$ cat config.mk
export PLATFORM = sky130hd
export DESIGN_NAME = interrupt_control
export DESIGN_NICKNAME = d
export VERILOG_FILES = /design/src/rtl/cpu6502_pkg.sv /design/src/rtl/sync_edge_detect.sv /design/src/rtl/interrupt_control.sv
export SDC_FILE = /design/constraint.sdc
export NUM_CORES = 1
export LEC_CHECK = 0
export ABC_AREA = 1
export BUFFER_PORTS_ARGS = -buffer_cell sky130_fd_sc_hd__buf_2
export CORE_AREA = 4 4 41 43
export DETAILED_ROUTE_END_ITERATION = 7
export DIE_AREA = 0 0 45 47
export HOLD_SLACK_MARGIN = 0.06
export PLACE_DENSITY = 0.63
export SLEW_MARGIN = 20
export SYNTH_ARGS = -nofsm -noshare
export SYNTH_HDL_FRONTEND = slang
export SYNTH_HIERARCHICAL = 1
export SYNTH_SLANG_ARGS = --single-unit
$ cat constraint.sdc
create_clock -name i_clk -period 2.31 [get_ports i_clk]
set_clock_uncertainty 0.1 [all_clocks]
set_input_delay 0.1155 -clock i_clk [delete_from_list [all_inputs] [get_ports i_clk]]
set_output_delay 0.1155 -clock i_clk [all_outputs]
set_load 0.05 [all_outputs]
$ cat src/rtl/cpu6502_pkg.sv
// Shared types and constants for the cpu6502 interrupt sequencer.
package cpu6502_pkg;

    typedef enum logic [1:0] {
        RESET_SEQ = 2'd0,
        IDLE      = 2'd1,
        SERVICE   = 2'd2
    } state_e;

    typedef enum logic [1:0] {
        NMI   = 2'd0,
        RESET = 2'd1,
        IRQ   = 2'd2
    } vector_e;

    localparam logic [7:0] VEC_NMI_LO   = 8'hFA;
    localparam logic [7:0] VEC_RESET_LO = 8'hFC;
    localparam logic [7:0] VEC_IRQ_LO   = 8'hFE;
    localparam logic [7:0] OPCODE_BRK   = 8'h00;

    function automatic logic [7:0] vector_lo(input vector_e v);
        case (v)
            NMI:     vector_lo = VEC_NMI_LO;
            RESET:   vector_lo = VEC_RESET_LO;
            default: vector_lo = VEC_IRQ_LO;
        endcase
    endfunction

endpackage

$ cat src/rtl/sync_edge_detect.sv
// Multi-flop synchroniser for an active-low pin, with a falling-edge pulse
// derived from the synchronised level.
module sync_edge_detect #(
    parameter int SYNC_STAGES = 2
) (
    input  logic i_clk,
    input  logic i_reset,
    input  logic i_async_n,
    output logic o_level,
    output logic o_fall
);

    logic [SYNC_STAGES-1:0] chain_q, chain_d;
    logic                   prev_q, prev_d;

    always_comb begin
        chain_d[0] = i_async_n;
        for (int i = 1; i < SYNC_STAGES; i++) begin
            chain_d[i] = chain_q[i-1];
        end
        prev_d = chain_q[SYNC_STAGES-1];
    end

    // Chain resets high so a pin already low at release still reads as an edge.
    always_ff @(posedge i_clk or posedge i_reset) begin
        if (i_reset) begin
            chain_q <= '1;
            prev_q  <= 1'b1;
        end else begin
            chain_q <= chain_d;
            prev_q  <= prev_d;
        end
    end

    assign o_level = chain_q[SYNC_STAGES-1];
    assign o_fall  = prev_q & ~chain_q[SYNC_STAGES-1];

endmodule

$ cat src/rtl/interrupt_control.sv
// Instruction-boundary sequencer: chooses memory opcode or forced BRK for
// reset, NMI and IRQ entry, and supplies the matching vector and B bit.
module interrupt_control
    import cpu6502_pkg::*;
#(
    parameter int SYNC_STAGES = 2
) (
    input  logic       i_clk,
    input  logic       i_reset,
    input  logic       i_rdy,
    input  logic       i_nmi_n,
    input  logic       i_irq_n,
    input  logic       i_p_i,
    input  logic       i_sync,
    input  logic       i_vector_fetched,
    output logic       o_force_brk,
    output logic [7:0] o_vector_lo,
    output logic       o_b_flag,
    output logic       o_rw_inhibit,
    output logic       o_busy
);

    state_e  state_q, state_d;
    vector_e vec_q, vec_d;
    logic    nmi_latch_q, nmi_latch_d;

    logic nmi_level, nmi_fall;
    logic irq_level, irq_fall_unused;
    logic irq_req;

    sync_edge_detect #(.SYNC_STAGES(SYNC_STAGES)) u_nmi_sync (
        .i_clk     (i_clk),
        .i_reset   (i_reset),
        .i_async_n (i_nmi_n),
        .o_level   (nmi_level),
        .o_fall    (nmi_fall)
    );

    sync_edge_detect #(.SYNC_STAGES(SYNC_STAGES)) u_irq_sync (
        .i_clk     (i_clk),
        .i_reset   (i_reset),
        .i_async_n (i_irq_n),
        .o_level   (irq_level),
        .o_fall    (irq_fall_unused)
    );

    assign irq_req = ~irq_level & ~i_p_i;

    always_comb begin
        state_d     = state_q;
        vec_d       = vec_q;
        // Edge capture runs through stalls so no NMI is lost.
        nmi_latch_d = nmi_latch_q | nmi_fall;
        if (i_rdy) begin
            case (state_q)
                RESET_SEQ: begin
                    if (i_vector_fetched) state_d = IDLE;
                end
                IDLE: begin
                    if (i_sync && (nmi_latch_q || irq_req)) begin
                        state_d = SERVICE;
                        vec_d   = nmi_latch_q ? NMI : IRQ;
                    end
                end
                SERVICE: begin
                    if (i_vector_fetched) begin
                        state_d = IDLE;
                        // A fresh edge on the retiring cycle keeps the latch set.
                        if (vec_q == NMI && !nmi_fall) nmi_latch_d = 1'b0;
                    end
                end
                default: state_d = RESET_SEQ;
            endcase
        end
    end

    always_ff @(posedge i_clk or posedge i_reset) begin
        if (i_reset) begin
            state_q     <= RESET_SEQ;
            vec_q       <= RESET;
            nmi_latch_q <= 1'b0;
        end else begin
            state_q     <= state_d;
            vec_q       <= vec_d;
            nmi_latch_q <= nmi_latch_d;
        end
    end

    always_comb begin
        o_force_brk  = 1'b1;
        o_vector_lo  = vector_lo(vec_q);
        o_b_flag     = 1'b0;
        o_rw_inhibit = 1'b0;
        o_busy       = 1'b1;
        case (state_q)
            RESET_SEQ: o_rw_inhibit = 1'b1;
            IDLE: begin
                // Idle outputs serve a fetched software BRK: IRQ vector, B=1.
                o_force_brk = 1'b0;
                o_vector_lo = VEC_IRQ_LO;
                o_b_flag    = 1'b1;
                o_busy      = 1'b0;
            end
            default: ;
        endcase
    end

endmodule

==> qor.yml <==
gp_congestion: 0.765
hold_viol: 0
wirelength_um: 751
cts_tree: "built"
core.rowCount: 13
fmax_mhz: 707
htree_levels: 1
use_met3: 0.0115
grt_max_degree: 7
viasPerCell: 4.09
drv_cap: 0
drv_slew: 0
gr-usage-met1: 0.0806
powerDensity_nw_per_um2: 1200
end_kind: "primary output"
status: "completed"
rsz0062_at_grt: "no"
rr_startpoint: "state_q[1]"
finalSetupViolCount: 0
post_dp_cell_area_sq_um: 544
rr_worst_depth: 6
cp.arrival_ps: 1200
gr-usage-all-layers: 0.0841
grt-ovfl-total: 0
crit_type: "reg2out"
num_vias: 348
fin_crit_sh: 0.612
die-area_sq_um: 2120
die_h_um: 47
finalCriticalPeriod_ps: 1410
initial_core_util: 0.383
initialDrtViolationCount: 1
io_pins: 20
clock_sinks: 10
antenna_found_initial: 0
drive_above_1_share: 0.386
synthCells: 53
syn_area_sq_um: 498
place_hpwl_um: 584
syn_avg_cell_area_sq_um: 9.40
crit_fanout: 6
die_w_um: 45
cts-buffers-inserted: 3
crit_path_end: "o_vector_lo[1]"
yosys_warnings: 6
port_buffers: 13
p_leak_nw: 0.333
coreArea_sq_um: 1300
n_antenna_cell: 0
grt_pass1_vias: 336
clk_pin_slew_ps: 60
wire_per_inst_um: 8.84
crit_start: "state_q[1]"
r2r_slack_ps: 1200
tns_ps: 0
syn2layout_area_growth_pct: 21.9
clockRootBuffer: "clkbuf_4"
dr.pass1.iters: 2
grt_pass1_wl_um: 1230
n_fill_cell: 128
postRouteAntennaNets: 0
drc_errors: 0
cp.required_ps: 2090
r2r_end: "vec_q[1]"
start_kind: "flip-flop"
clock_path_buffers: 2
stdcell_area_sq_um: 607
hold_path.class: "in2reg"
fin_nets: 80
clock_latency_ps: 250
busiest_layer: "met2"
peakVddDrop_mv: 0.477
use_met2: 0.150
registers in the layout, summed over array words and instances, names as in the netlist:
signal and cells:
vec_q 2, nmi_latch_q 1, state_q 2, u_nmi_sync/chain_q 2
u_irq_sync/chain_q 2, u_nmi_sync/prev_q 1
layer usage:
layer / vias to the layer above / part of all wire
li1: 179 / -
met1: 153 / 0.41
met2: 16 / 0.46
met3: 0 / 0.13
met4: 0 / 0
met5: - / 0
stage by stage:
stage	utilization	hold WS, ps	power (W)	std cells	worst slack, ps
floorplan	-	-207	0.000567	57	996
global placement	0.418	-60.3	0.000616	78	1190
detailed placement	0.418	-59.6	0.000617	78	1170
CTS	0.466	76.2	0.000738	85	879
global route	0.466	88.8	0.000775	85	808
finish	0.466	86.4	0.000726	85	896
repair_timing:
item | CTS | global route
endpoints found under the hold margin | 13 | 0
setup buffers | 0 | 0
hold buffers | 4 | 0
resized for setup | 0 | 0
power by group:
group | internal (W) | switching [W]
combinational | 0.0000856 | 0.000300
sequential | 0.000207 | 0.0000239
clock | 0.0000596 | 0.0000495
worst min path at each step:
| stage | from | to | slack [ps] | cells past startpoint |
|---|---|---|---|---|
| 2_1_floorplan | i_reset | nmi_latch_q | -210 | 1 |
| 3_3_place_gp | i_reset | nmi_latch_q | -60 | 2 |
| 3_5_place_dp | i_reset | nmi_latch_q | -60 | 2 |
| 4_1_cts | i_vector_fetched | state_q[1] | 80 | 4 |
| 5_1_grt | i_p_i | vec_q[1] | 90 | 4 |
| 6_report | i_vector_fetched | state_q[1] | 90 | 4 |
critical path: stages (launching register included):
cell and delay (ps):
dfrtp_1 370, inv_1 140, nand2_4 90, nand3b_1 80
buf_2 260
area by class of cell:
cell class | count | area, sq um | share of cell area
multi-input cells | 29 | 161 | 0.266
inverters | 11 | 41.3 | 0.0680
flip-flops and latches | 10 | 258 | 0.425
repair buffers | 17 | 105 | 0.173
well taps | 15 | 18.8 | 0.0309
clock buffers | 3 | 22.5 | 0.0371
layout by cell type (no fill, tap or decap), types with 3 or more instances in the layout:
cell           count
inv_1             11
dfstp_2            6
nor2_1             4
conb_1             6
clkbuf_4           3
dfrtp_1            4
buf_2             13
dlygate4sd3_1      4
nand2_1            8
Power figures use the tool's default switching activity.
